**src/rtl/sar_controller.sv**
```systemverilog
// sar_controller: successive-approximation sequencer driving the bit-select decoder and DAC code
module sar_controller #(
  parameter int width = 3,
  parameter int sample_cycles = 4,
  parameter int settle_cycles = 1
) (
  input  logic                    clk,
  input  logic                    reset,
  input  logic                    start,
  input  logic                    cmp,
  output logic                    sample,
  output logic                    sel_en,
  output logic [width-1:0]        sel,
  output logic [(1<<width)-1:0]   dac_code,
  output logic [(1<<width)-1:0]   result,
  output logic                    busy,
  output logic                    done
);
  localparam int N = 1 << width;
  localparam int CMAX = sample_cycles > settle_cycles ? sample_cycles : settle_cycles;
  localparam int CW = CMAX > 1 ? $clog2(CMAX) : 1;
  typedef enum logic [1:0] {IDLE, SAMPLE, TRIAL, DONE} state_t;
  state_t state_q, state_d;
  logic [CW-1:0] cnt_q, cnt_d;
  logic [width-1:0] sel_q, sel_d, sel_m1;
  logic [N-1:0] dac_q, dac_d, result_q, result_d;
  logic sample_q, sample_d, sel_en_q, sel_en_d, busy_q, busy_d, done_q, done_d;
  assign sel_m1 = sel_q - 1'b1;
  // next-state and next-output computation; outputs are the values for the coming state
  always_comb begin
    state_d = state_q;
    cnt_d = cnt_q;
    sel_d = sel_q;
    dac_d = dac_q;
    result_d = result_q;
    sample_d = 1'b0;
    sel_en_d = 1'b0;
    busy_d = 1'b0;
    done_d = 1'b0;
    case (state_q)
      IDLE: begin
        dac_d = '0;
        cnt_d = CW'(sample_cycles - 1);
        if (start) begin
          state_d = SAMPLE;
          sample_d = 1'b1;
          busy_d = 1'b1;
        end
      end
      SAMPLE: begin
        busy_d = 1'b1;
        if (cnt_q == '0) begin
          state_d = TRIAL;
          sel_en_d = 1'b1;
          sel_d = width'(N - 1);
          dac_d[N-1] = 1'b1;
          cnt_d = CW'(settle_cycles - 1);
        end else begin
          sample_d = 1'b1;
          cnt_d = cnt_q - 1'b1;
        end
      end
      TRIAL: begin
        busy_d = 1'b1;
        sel_en_d = 1'b1;
        if (cnt_q == '0) begin
          dac_d[sel_q] = cmp;
          if (sel_q != '0) begin
            sel_d = sel_m1;
            dac_d[sel_m1] = 1'b1;
            cnt_d = CW'(settle_cycles - 1);
          end else begin
            state_d = DONE;
            busy_d = 1'b0;
            sel_en_d = 1'b0;
            done_d = 1'b1;
            sel_d = '0;
            result_d = dac_d;
          end
        end else begin
          cnt_d = cnt_q - 1'b1;
        end
      end
      default: begin
        state_d = IDLE;
        dac_d = '0;
      end
    endcase
  end
  // state and registered outputs; reset aborts any conversion and clears the result
  always_ff @(posedge clk or posedge reset) begin
    if (reset) begin
      state_q <= IDLE;
      cnt_q <= '0;
      sel_q <= '0;
      dac_q <= '0;
      result_q <= '0;
      sample_q <= 1'b0;
      sel_en_q <= 1'b0;
      busy_q <= 1'b0;
      done_q <= 1'b0;
    end else begin
      state_q <= state_d;
      cnt_q <= cnt_d;
      sel_q <= sel_d;
      dac_q <= dac_d;
      result_q <= result_d;
      sample_q <= sample_d;
      sel_en_q <= sel_en_d;
      busy_q <= busy_d;
      done_q <= done_d;
    end
  end
  assign sample = sample_q;
  assign sel_en = sel_en_q;
  assign sel = sel_q;
  assign dac_code = dac_q;
  assign result = result_q;
  assign busy = busy_q;
  assign done = done_q;
endmodule

```
**config.mk**
```make
export PLATFORM = sky130hd
export DESIGN_NAME = sar_controller
export DESIGN_NICKNAME = d
export VERILOG_FILES = /design/src/rtl/sar_controller.sv
export SDC_FILE = /design/constraint.sdc
export NUM_CORES = 1
export LEC_CHECK = 0
export ABC_CLOCK_PERIOD_IN_PS = 2250
export BUFFER_PORTS_ARGS = -buffer_cell sky130_fd_sc_hd__buf_2
export CELL_PAD_IN_SITES_DETAIL_PLACEMENT = 0
export CELL_PAD_IN_SITES_GLOBAL_PLACEMENT = 1
export CORE_MARGIN = 2
export CORE_UTILIZATION = 35
export DETAILED_ROUTE_END_ITERATION = 10
export PLACE_DENSITY = 0.76
export SKIP_CTS_REPAIR_TIMING = 1
export SYNTH_ARGS = -nofsm -noshare
export SYNTH_HDL_FRONTEND = slang
export SYNTH_SLANG_ARGS = --single-unit
```
**constraint.sdc**
```tcl
create_clock -name clk -period 2.25 [get_ports clk]
set_input_delay 0.45 -clock clk [delete_from_list [all_inputs] [get_ports clk]]
set_output_delay 0.45 -clock clk [all_outputs]
set_load 0.02 [all_outputs]
```
==> Word level (Yosys, flattened, before mapping) <==
Cells that the tools add are included.
{ "word_totals": {"ff_bits": 27, "in_bits": 4, "out_inout_bits": 23, "elab_cells": 73} }
{ "classes": {"n_reduce_logical": 13, "n_addsub": 2, "order_cmp": 4, "mux": 34, "n_eq_ne": 7, "n_bitwise": 3} }
{ "ops": {"columns": ["op", "n"], "rows": [
  ["$mux 8", 2],
  ["$mux 2", 7],
  ["$pmux 7 s2", 1],
  ["$pmux 2 s3", 2],
  ["$mux 1", 11],
  ["$mux 3", 3],
  ["$bwmux 8", 1],
  ["$lt 3x4->1 const B", 2],
  ["$ne 2x2->1 const B", 4],
  ["$or 8x8->8", 1],
  ["$demux 1 s3", 2],
  ["$ge 3x1->1 const B", 2],
  ["$pmux 1 s2", 3],
  ["$pmux 3 s2", 1],
  ["$reduce_and 2->1", 3],
  ["$reduce_and 3->1", 2],
  ["$reduce_bool 3->1", 2],
  ["$logic_not 2->1", 2],
  ["$reduce_and 4->1", 1],
  ["$ne 3x3->1 const B", 1],
  ["$pmux 1 s3", 1],
  ["$sub 3x1->3 const B", 1],
  ["$eq 2x1->1 const B", 1],
  ["$eq 2x2->1 const B", 1],
  ["other kinds (4)", 6]
]} }

==> Logic depth before layout (Yosys ltp) <==
{ "logic_depth": {"depth_word": 9, "ltp_mapped": 7, "depth_no_buf": 5} }

==> Worst setup path after synthesis <==
No wires, ideal clock.
{ "synth_timing": {"path_kind": "register to register", "from": "register sel_q[0], in the netlist sel[0]", "to": "register dac_q[7], in the netlist dac_code[7]", "path_buffers": 1, "stages_incl_launch_ff": 7, "arrival_time_ps": 1707, "required_time_ps": 2163, "setup_ps": 87, "path_slack_ps": 457, "synth_period_minus_slack_ps": 1793, "path_cell_list": "dfrtp_1 > buf_2 > inv_1 > ha_1 > nor3b_1 > o2111ai_1 > o211ai_1"} }
{ "synth_between": {"elab_chain_cells": 9, "word_cells_on_any_way": 17, "classes_between": "add/sub (1); order compare (4); mux (8); bitwise (1); reduce/logical (3)"} }
{ "synth_lines": {"columns": ["item", "line", "rtl"], "rows": [
  ["start: declaration", "25", "logic [width-1:0] sel_q, sel_d, sel_m1;"],
  ["start signal: assignment", "105", "sel_q <= sel_d;"],
  ["$sub 3x1->3, or another cell as far along", "28", "assign sel_m1 = sel_q - 1'b1;"],
  ["$lt 3x4->1 (implied by the code), or another cell as far along", "70", "dac_d[sel_m1] = 1'b1;"],
  ["$logic_and 1x1->1 (implied by the code) or $mux 1 (tied branches)", "70, 67", null],
  ["$mux 1 (implied by the code) or $demux 1 s3 (tied branches)", "70, 67", null],
  ["$demux 1 s3 or $bwmux 8 (tied branches)", "70, 67", null],
  ["$or 8x8->8 (no line)", null, null],
  ["$mux 8 *", "68", "if (sel_q != '0) begin"],
  ["$mux 8 *", "66", "if (cnt_q == '0) begin"],
  ["$pmux 1 s2 *", "40", "case (state_q)"],
  ["end signal: assignment", "96", "dac_q <= '0;"],
  ["end signal: assignment", "106", "dac_q <= dac_d;"],
  ["end: declaration", "26", "logic [N-1:0] dac_q, dac_d, result_q, result_d;"]
]} }
Every way passes the cells marked *; elsewhere a longest branch is shown, timed or not. The select of a mux whose other input is x is not followed.
A chain may end at the register's enable or synchronous reset.

==> Worst setup path in the final report <==
{ "layout_timing": {"from": "register state_q[0]", "to": "register result_q[2], in the netlist result[2]"} }
{ "layout_between": {"elab_chain_cells": 2} }
{ "layout_lines": {"columns": ["item", "line", "rtl"], "rows": [
  ["start: declaration", "23", "state_t state_q, state_d;"],
  ["start signal: assignment", "103", "state_q <= state_d;"],
  ["$eq 2x2->1", "40", null],
  ["$reduce_and 3->1 (no line)", null, null],
  ["end signal: assignment", "107", "result_q <= result_d;"],
  ["end: declaration", "26", null]
]} }
No other way between the ends.

==> results.cfg <==
[status]
status = completed

[synthesis]
yosysUniqueCellTypes = 38
synth_top_family_by_area = compound AO/OA/AOI/OAI gates
async_flop_share = 1.000
muxShareOfSynthArea = 0.07206
synth-edff-count = 0
synth.net_count = 162
syn_inst = 152
seq_area_frac_synth = 0.4372
yosys_warnings = 0
syn_area_um2 = 1545
synth-xor-area-share = 0
yosys.area_share.adder = 0.04858
ys_ff_latch = 27
synth_compound_area_frac = 0.2591
synthSimpleGateAreaFrac = 0.1255
avgSynthCellArea_um2 = 10.17
synth_flop_cell = dfrtp_1

[global_routing]
grt_max_degree = 28
grt_pass1_wl_um = 6168
grt_antenna_before_repair = 0
use_met1 = 0.2112
grt_util_met2 = 0.2411
track_usage = 0.1543
overflow = 0
grt_pass1_vias = 1294
globalRouteMet3Util = 0.01876
grt.busiest_layer = met2

[floorplan]
dieWidth_um = 70.45
die_y_um = 70.45
core_region_area_um2 = 4294
row_count = 24
die-area_um2 = 4963
io_pins = 27
start_util = 0.3598

[detailed_routing]
drc = 0
dr.first_iter.drc_count = 58
drtPass1Iterations = 4
vias = 1275
ant_nets = 0
wirelength_um = 3545
wire_per_inst_um = 15.41
viasPerCell = 5.543

[setup_path]
path_cells = inv_1 -> ha_1 -> nor3b_2 -> and2_1 -> a21oi_1
cp_slowest_cell = dfrtp_1
cp_slowest_stage_delay_ps = 410
critical_path.top_delay_family = simple AND/OR/NAND/NOR gates
arrival_ps = 2050
crit_fanout = 11
worstPathRequired_ps = 2390
crit_type = register to register
path_buf_inv = 1
start_kind = register
end_kind = register

[timing]
maxSlewViolCount = 0
worst_pin_slew_ps = 581.8
rsz0062_at_grt = false
setup_violations = 0
fin_tns_setup_ps = 0
slew_headroom = 0.6113
whs_ps = 215.2
finClkSkew_ps = 1.916
fmax_mhz = 523.8
period_share = 0.8485
period_minus_slack_ps = 1909
hold_viol_final = 0

[power]
leakage_nw = 0.7827
pwr_density_cell_nw_per_um2 = 1308
peakVddDrop_v = 0.0005184

[place]
port_buffers = 26
hpwlAfterDp_um = 2613
place_congestion = 0.8082

[cts]
clockBufferDepth = 2
root_buffer = clkbuf_8
clkSinkCount = 27
path_clk_slew_ps = 90
insertion_delay_ps = 270
numCtsBuffers = 3
h-tree-depth = 1
cts_tree = done

[final_layout]
layout.nets = 189
mostFrequentLayoutCells = dfrtp_1, buf_2, a21oi_1
drive_above_1_share = 0.2247
final_common_cell = dfrtp_1
syn_to_final_growth_pct = 14.74
n_antenna_cell = 0

[hold_path]
hp-class = input pin to async pin

[run]
drv_cap = 0
-- where the power goes --
| part | internal (mW) | switching, mW | leakage (nW) |
|---|---|---|---|
| Sequential | 0.656 | 0.149 | 0.333 |
| Clock | 0.124 | 0.151 | 0.0255 |
| Combinational | 0.484 | 0.755 | 0.424 |
-- cell families after synthesis --
logic type,Yosys count
compound gates,60
fa+ha+maj,6
buf+inv,18
flops,27
mux,11
simple gates,30
-- tightest hold or removal path, delay by kind of cell --
kind,cells,cell delay [ps]
buffers and inverters,3,440
-- state kept, by name (all words and copies together) (netlist names) --
name      count
result        8
busy          1
dac_code      8
sel           3
done          1
state_q       2
sample        1
sel_en        1
cnt_q         2
-- cells in the mapped netlist, types with 2 or more instances --
master,count,area share
dfrtp_1,27,0.44
a21oi_1,18,0.058
o211ai_1,14,0.068
mux2i_1,10,0.065
o21ai_0,10,0.032
inv_1,8,0.019
ha_1,6,0.049
buf_2,5,0.016
nor2_1,5,0.012
nand2_1,4,0.0097
nor2b_1,4,0.016
nor3b_1,4,0.019
nand3b_1,3,0.015
o2111ai_1,3,0.017
a21boi_0,2,0.0097
and2_1,2,0.0081
buf_4,2,0.0097
clkbuf_1,2,0.0049
nand2b_1,2,0.0081
nor3_1,2,0.0065
o21a_1,2,0.0097
-- cell type report --
| class | count | area, µm² |
|---|---|---|
| clock buffers | 3 | 41.29 |
| fillers | 439 | 2521 |
| clock inverters | 1 | 5.005 |
| well taps | 52 | 65.06 |
| inverters | 8 | 30.03 |
| multi-input cells | 107 | 780.7 |
| flip-flops and latches | 27 | 675.6 |
| repair buffers | 32 | 175.2 |
-- final timing paths --
kind	startpoint	endpoint	slack, ps	depth (start not counted)
max	state_q[0]	result[2]	340	5
min	reset	state_q[0]	220	3
max reg2reg	state_q[0]	result[2]	340	5
min reg2reg	result[7]	result[7]	530	2
max in group asynchronous	reset	result[5]	1780	3
min in group clk	start	sample	440	2
-- per-stage QoR --
step	instances	util	setup WS [ps]	total power, mW	cell area [µm²]
after floorplan	152	-	456.8	1.722	1545
after global placement	226	0.4021	452.3	2.023	1727
after detailed placement	226	0.4021	350.8	2.054	1727
after CTS	230	0.4129	327.8	2.332	1773
after global routing	230	0.4129	115.2	2.509	1773
final	230	0.4129	340.8	2.320	1773
-- routing by layer --
metal  vias up  part of all wire  wire [µm]
li1        614                 -          -
met2        40              0.47       1658
met5         -                 0          0
met3         4             0.046        162
met1       617              0.46       1644
met4         0             0.023         80
Power figures use the tool's default switching activity.
